<file path="src/rtl/mem_copy_initiator.sv">
// Block copy / fill initiator driving a multicycle single-byte memory request port.
// One FSM issues read/write request pairs (copy) or writes (fill) with a per-request response timeout.
module mem_copy_initiator #(
    parameter int AW      = 8,
    parameter int DW      = 8,
    parameter int TIMEOUT = 15
) (
    input  logic          clk,
    input  logic          rst,
    input  logic          go,
    input  logic          mode,
    input  logic [AW-1:0] src_base,
    input  logic [AW-1:0] dst_base,
    input  logic [AW-1:0] length,
    input  logic [DW-1:0] fill_data,
    output logic          busy,
    output logic          finished,
    output logic          error,
    output logic [AW-1:0] count,
    output logic          mem_start,
    output logic [1:0]    mem_op,
    output logic [AW-1:0] mem_addr,
    output logic [DW-1:0] mem_wdata,
    input  logic          mem_done,
    input  logic [DW-1:0] mem_rdata
);

    typedef enum logic [2:0] {
        IDLE, RD_REQ, RD_WAIT, WR_REQ, WR_WAIT, STEP, FINISH, ABORT
    } state_t;

    localparam logic [1:0] OP_WR = 2'b00;
    localparam logic [1:0] OP_RD = 2'b01;
    localparam logic [7:0] TO    = 8'(TIMEOUT);

    state_t        state_q;
    logic          mode_q;
    logic [AW-1:0] src_q, dst_q, rem_q, count_q, mem_addr_q;
    logic [DW-1:0] fill_q, data_q, mem_wdata_q;
    logic [7:0]    timer_q, timer_d;
    logic          finished_q, error_q, mem_start_q;
    logic [1:0]    mem_op_q;

    assign timer_d = timer_q + 8'd1;

    always_ff @(posedge clk or posedge rst) begin
        if (rst) begin
            state_q     <= IDLE;
            mode_q      <= 1'b0;
            src_q       <= '0;
            dst_q       <= '0;
            rem_q       <= '0;
            count_q     <= '0;
            fill_q      <= '0;
            data_q      <= '0;
            timer_q     <= '0;
            finished_q  <= 1'b0;
            error_q     <= 1'b0;
            mem_start_q <= 1'b0;
            mem_op_q    <= OP_WR;
            mem_addr_q  <= '0;
            mem_wdata_q <= '0;
        end else begin
            // Pulse outputs default low; only REQ/FINISH/ABORT raise them for one cycle.
            mem_start_q <= 1'b0;
            finished_q  <= 1'b0;
            error_q     <= 1'b0;
            case (state_q)
                IDLE: begin
                    if (go) begin
                        mode_q  <= mode;
                        src_q   <= src_base;
                        dst_q   <= dst_base;
                        rem_q   <= length;
                        fill_q  <= fill_data;
                        count_q <= '0;
                        if (length == '0)  state_q <= FINISH;
                        else if (mode)     state_q <= WR_REQ;
                        else               state_q <= RD_REQ;
                    end
                end
                RD_REQ: begin
                    mem_start_q <= 1'b1;
                    mem_op_q    <= OP_RD;
                    mem_addr_q  <= src_q;
                    timer_q     <= '0;
                    state_q     <= RD_WAIT;
                end
                RD_WAIT: begin
                    if (mem_done) begin
                        data_q  <= mem_rdata;
                        state_q <= WR_REQ;
                    end else begin
                        timer_q <= timer_d;
                        if (timer_d == TO) state_q <= ABORT;
                    end
                end
                WR_REQ: begin
                    mem_start_q <= 1'b1;
                    mem_op_q    <= OP_WR;
                    mem_addr_q  <= dst_q;
                    mem_wdata_q <= mode_q ? fill_q : data_q;
                    timer_q     <= '0;
                    state_q     <= WR_WAIT;
                end
                WR_WAIT: begin
                    if (mem_done) begin
                        count_q <= count_q + AW'(1);
                        state_q <= STEP;
                    end else begin
                        timer_q <= timer_d;
                        if (timer_d == TO) state_q <= ABORT;
                    end
                end
                STEP: begin
                    src_q <= src_q + AW'(1);
                    dst_q <= dst_q + AW'(1);
                    rem_q <= rem_q - AW'(1);
                    if (rem_q == AW'(1)) state_q <= FINISH;
                    else if (mode_q)     state_q <= WR_REQ;
                    else                 state_q <= RD_REQ;
                end
                FINISH: begin
                    finished_q <= 1'b1;
                    state_q    <= IDLE;
                end
                ABORT: begin
                    error_q <= 1'b1;
                    state_q <= IDLE;
                end
                default: state_q <= IDLE;
            endcase
        end
    end

    assign busy      = (state_q != IDLE);
    assign finished  = finished_q;
    assign error     = error_q;
    assign count     = count_q;
    assign mem_start = mem_start_q;
    assign mem_op    = mem_op_q;
    assign mem_addr  = mem_addr_q;
    assign mem_wdata = mem_wdata_q;

endmodule

</file>
<file path="config.mk">
export PLATFORM = sky130hd
export DESIGN_NAME = mem_copy_initiator
export DESIGN_NICKNAME = d
export VERILOG_FILES = /design/src/rtl/mem_copy_initiator.sv
export SDC_FILE = /design/constraint.sdc
export NUM_CORES = 1
export LEC_CHECK = 0
export ABC_AREA = 1
export CORE_ASPECT_RATIO = 0.6
export CORE_MARGIN = 4
export CORE_UTILIZATION = 47
export DETAILED_ROUTE_END_ITERATION = 10
export PLACE_DENSITY = 0.78
export SYNTH_ARGS = -nofsm -noshare
export SYNTH_HDL_FRONTEND = slang
export SYNTH_SLANG_ARGS = --single-unit
export TNS_END_PERCENT = 100
</file>
<file path="constraint.sdc">
create_clock -name clk -period 2.5 [get_ports clk]
set_input_delay 0.5 -clock clk [delete_from_list [all_inputs] [get_ports clk]]
set_output_delay 0.5 -clock clk [all_outputs]
set_load 0.05 [all_outputs]
</file>
; ---- After elaboration in Yosys (flattened, before gate mapping)
; Index checks and enable logic that the tools add are counted.
[word_totals]
reg_bits = 81
latchBits = 0
mem_bits_rw = 0
rom_bits = 0
input_bits = 45
out_inout_bits = 30
word_cells = 73
n_memories = 0
[classes]
add_sub_neg = 5
n_mul = 0
n_div = 0
order_cmp = 0
n_eq_ne = 12
shift = 0
mux = 26
bitwise = 0
reduce_logical = 15
[op_table]
columns = op, count
row1 = case mux 8 bit (2 select lines), 6
row2 = 2-to-1 mux 8 bit, 7
row3 = "adder 8 x 1 -> 8 bit, second input constant", 4
row4 = case mux 3 bit (7 select lines), 1
row5 = 2-to-1 mux 3 bit, 6
row6 = "equality test 3 bit, second input constant", 4
row7 = "equality test 8 x 1 -> 1 bit, second input constant", 1
row8 = "equality test 8 x 4 -> 1 bit, second input constant", 1
row9 = zero test 8 bit, 1
row10 = AND reduction 2 bit, 4
row11 = nonzero test 2 bit, 4
row12 = "subtractor 8 x 1 -> 8 bit, second input constant", 1
row13 = "equality test 3 x 2 -> 1 bit, second input constant", 2
row14 = "!= test 2 bit, second input constant", 3
row15 = OR reduction 2 bit, 3
row16 = 2-to-1 mux 2 bit, 2
row17 = case mux 2 bit (2 select lines), 1
row18 = "equality test 3 x 1 -> 1 bit, second input constant", 1
row19 = zero test 3 bit, 1
row20 = 2-to-1 mux 1 bit, 3
row21 = AND reduction 3 bit, 1
row22 = nonzero test 3 bit, 1

; ---- Depth between registers and ports, before layout
; Gate-level depths: netlist (run 1).
[logic_depth]
word_depth = 5
ltp_mapped = 11
mapped_depth_nobuf = 11

; ---- Worst setup path after synthesis (run 1)
; No wires, ideal clock.
[synth_timing]
path_kind = reg-to-reg
start = register count_q[1], in the netlist count[1]
end = register count_q[4], in the netlist count[4]
setup_ps = 127
arrival_time_ps = 1379
t_required_ps = 2373
path_slack_ps = 994
path_stages_with_launch = 7
n_path_buf = 0
period_less_slack_ps = 1506
cell_sequence = dfrtp_1 > ha_1 > inv_1 > nor3_2 > nand2_1 > o21ai_0 > a21oi_1
[synth_between]
elab_chain_len = 3
[synth_lines]
columns = item, line
row1 = start: declaration, 38  ; logic [AW-1:0] src_q, dst_q, rem_q, count_q, mem_addr_q;
row2 = start signal: assignment, 108  ; count_q <= count_q + AW'(1);
row3 = adder 8 x 1 -> 8 bit, 108
row4 = 2-to-1 mux 8 bit, 107  ; if (mem_done) begin
row5 = case mux 8 bit (2 select lines), 68  ; case (state_q)
; Every way passes these cells. The select of a mux whose other input is x is not followed.
; A chain may end at the register's enable or synchronous reset.

; ---- Worst setup path after layout (run 1)
[layout_timing]
start = register count_q[3], in the netlist count[3]
end = output port count[3]
[layout_rtl]
columns = item, line
row1 = end: declaration, 19  ; output logic [AW-1:0] count,
; No word-level cell between the ends.

==> results of run 1 <==
[area by class of cell]
type	count	area (µm²)	share of cell area, %
sequential	80	2000	38.1
multi-input combinational	362	1770	33.6
timing repair buffer	81	806	15.3
inverter	63	240	4.57
clock buffer	9	225	4.28
tap	112	140	2.66
clock inverter	7	78.8	1.50
[layer usage]
metal | routed length [µm] | global-route usage, % | part of all wire, % | vias to the layer above
met1 | 4990 | 31.5 | 47 | 1763
met4 | 159 | 5.97 | 1.5 | 0
met2 | 4440 | 31.1 | 42 | 186
met3 | 1030 | 7.84 | 9.7 | 22
li1 | - | - | - | 1850
met5 | 0 | 0 | 0 | -
[layout by cell type (no fill, tap or decap), drive strengths merged, types with 6 or more instances in the layout]
master | Yosys | final
dfrtp | 80 | 80
clkdlybuf4s50 | 0 | 72
ha | 7 | 7
o22ai | 10 | 10
buf | 13 | 8
a21oi | 14 | 14
o21ai | 40 | 40
o211ai | 6 | 6
nand3 | 20 | 20
inv | 62 | 64
nand2 | 152 | 152
nor2 | 63 | 63
clkbuf | 3 | 9
nor3 | 11 | 11
a31oi | 10 | 10
[metrics by stage]
stage / power [mW] / cell area [µm²] / setup slack (ns) / utilization (%)
detailed placement: 5.18 / 4950 / 0.457 / 58.3
finish: 6.55 / 5260 / 0.338 / 62.0
global route: 6.99 / 5260 / 0.272 / 62.0
floorplan: 4.26 / 4100 / 0.994 / -
CTS: 6.55 / 5260 / 0.0788 / 61.9
global placement: 5.07 / 4950 / 0.488 / 58.3
[final timing paths]
kind / cells after the start / slack (ns) / startpoint / endpoint
worst max-delay path: 1 / 0.34 / count[3] / count[3]
worst min-delay path: 2 / 0.47 / data_q[2] / data_q[2]
worst max register to register: 6 / 0.61 / state_q[2] / mem_addr[7]
worst min register to register: 2 / 0.47 / data_q[2] / data_q[2]
max in group asynchronous: 3 / 1.37 / rst / dst_q[3]
min in group asynchronous: 2 / 0.50 / rst / src_q[7]
[power groups by stage]
| stage | registers [mW] | logic, mW | clock network (mW) |
|---|---|---|---|
| floorplan | 2.73 | 1.53 | 0 |
| global placement | 2.21 | 2.85 | 0 |
| global route | 2.30 | 3.25 | 1.44 |
| CTS | 2.22 | 2.95 | 1.37 |
| finish | 2.23 | 2.96 | 1.35 |
| detailed placement | 2.24 | 2.94 | 0 |
[cell families after synthesis]
kind of cell	after synthesis
AND/OR/NAND/NOR	256
AO/OA/AOI/OAI	93
flip-flops	80
buffers and inverters	79
adder cells (fa/ha/maj)	7
XOR/XNOR	5
other	1
[flip-flops by register name, summed over array words and instances, names as in the netlist]
register and count:
state_q 3, timer_q 8, mem_start 1, fill_q 8, dst_q 8, rem_q 8
mem_wdata 8, mem_addr 8, src_q 8, count 8, error 1, data_q 8
mem_op 1, finished 1, mode_q 1
[worst register-to-register path: cells and delay by family, from the launching register on]
| kind | cells | cell delay [ns] |
|---|---|---|
| buffers and inverters | 2 | 0.37 |
| AND/OR/NAND/NOR | 3 | 0.78 |
| flip-flops | 1 | 0.44 |
| AO/OA/AOI/OAI | 1 | 0.18 |
==> impl_metrics.toml, run 1 <==
[outcome]
status = "finished clean"

[pwr]
p_sw_mw = 2.94
pwr-share-clk_pct = 20.6
p_seq_share_pct = 34.1
intPower_mw = 3.61
p_per_area_nw_per_um2 = 1250
power_leakage_nw = 2.42
ir_drop_v = 0.000525
netSwitchingFraction_pct = 44.9
combPwrFrac_pct = 45.3

[min_path]
hp-class = "reg -> reg"

[critical_path]
startpoint_type = "flip-flop"
end_kind = "output port"
crit_path_max_fanout = 6
path_delay_family = "buffers and inverters"
cp.required_ns = 2.00
crit_buf_inv = 1
critPathKind = "reg -> out"
crit_path_max_incr_delay_ns = 0.86
cp_slowest_cell = "clkdlybuf4s50_1"
crit_arrival_ns = 1.66
cp_cell_sequence = "clkdlybuf4s50_1"

[synth]
post_synth_xor_area_fraction_pct = 1.07
synth_flop_cell = "dfrtp_1"
ys_top_cells_by_area = "dfrtp_1 49%, nand2_1 13%, nor2_1 5.4%, inv_1 5.2%, o21ai_0 4.6%"
netlist-cell-type-count = 38
synth_area_leader_cell = "dfrtp_1"
synth_edf_count = 0
syn-cell-area_um2 = 4100
synth_compound_area_share_pct = 13.7
synthArstFlopShare_pct = 100
synth_fa_ha_area_share_pct = 2.14
syn_area_per_cell_um2 = 7.86
synth_top_area_share_pct = 48.9
synth_warnings = 0
yosys.area_share.simple_pct = 26.2
ys_ff_latch = 80
syn_nets = 573
synthTopCellsByCount = "147 x nand2_1, 80 x dfrtp_1, 59 x nor2_1"
ys_seq_area_share_pct = 48.9
synthMuxAreaShare_pct = 0
netlist_instances = 521
synth_top_family_by_area = "simple AND/OR/NAND/NOR gates"
synth.most_common_cell = "nand2_1"

[clock_network]
cts.sinks = 80
cts_tree = "built"
cts-root-buf = "clkbuf_16"
hold_buffers = 0
insertion_delay_ns = 0.34
numCtsBuffers = 9
post-cts-setup-buffers = 0
post_cts_resized = 0
path_clk_slew_ns = 0.06
clock_path_buffers = 2
cts-htree-levels = 3

[sta]
slew-limit-headroom_pct = 64.0
tightest_slew_ns = 0.539
clock_skew_ns = 0.00548
period_share_pct = 86.5
final_max_slew_viol_count = 0
setup_tns_ns = 0
hold_viol_final = 0
holdWs_ns = 0.475
rsz0062_at_grt = "false"
max_freq_ghz = 0.462
period_needed_ns = 2.16
setup_violations = 0

[die]
core_um2 = 8490
die_x_um = 129
die-area_um2 = 10300
io_pins = 75
row_count = 26
initial_core_util_pct = 48.2
fp.dieH_um = 80.3

[routing]
drt_iter0_drc = 415
wl_mm = 10.6
wl_per_cell_um = 14.9
drc = 0
ant_nets = 0
vias = 3821
drtPass1Iterations = 5
vias_per_cell = 5.35

[final_layout]
fillers = 733
n_antenna_cell = 0
final_nets = 649
drive_above_1_share_pct = 7.64
syn2layout_area_growth_pct = 28.4
final_cells = 714

[grt]
grt_pass1_vias = 3657
overflow = 0
grt_use_total_pct = 21.9
grt_pass1_wl_mm = 17.8
antenna_found_initial = 0
grt_max_degree = 42

[placement]
portBuffers = 73
dp_hpwl_mm = 7.87
dp_cells = 698
place_congestion = 0.886

[flow_run]
drv_cap = 0
(Power assumes the default switching activity.)
==> run 2, diff against run 1 <==
--- a/config.mk
+++ b/config.mk
@@ -11,6 +11,7 @@
 export CORE_UTILIZATION = 47
 export DETAILED_ROUTE_END_ITERATION = 10
 export PLACE_DENSITY = 0.78
+export SLEW_MARGIN = 20
 export SYNTH_ARGS = -nofsm -noshare
 export SYNTH_HDL_FRONTEND = slang
 export SYNTH_SLANG_ARGS = --single-unit
==> results of run 2 <==
No change in the layout: final DEF, timing and power equal those of run 1.
==> run 3, diff against run 2 <==
--- a/config.mk
+++ b/config.mk
@@ -11,6 +11,7 @@
 export CORE_UTILIZATION = 47
 export DETAILED_ROUTE_END_ITERATION = 10
 export PLACE_DENSITY = 0.78
+export SKIP_LAST_GASP = 1
 export SLEW_MARGIN = 20
 export SYNTH_ARGS = -nofsm -noshare
 export SYNTH_HDL_FRONTEND = slang
==> results of run 3 <==
No change in the layout: final DEF, timing and power equal those of run 1.
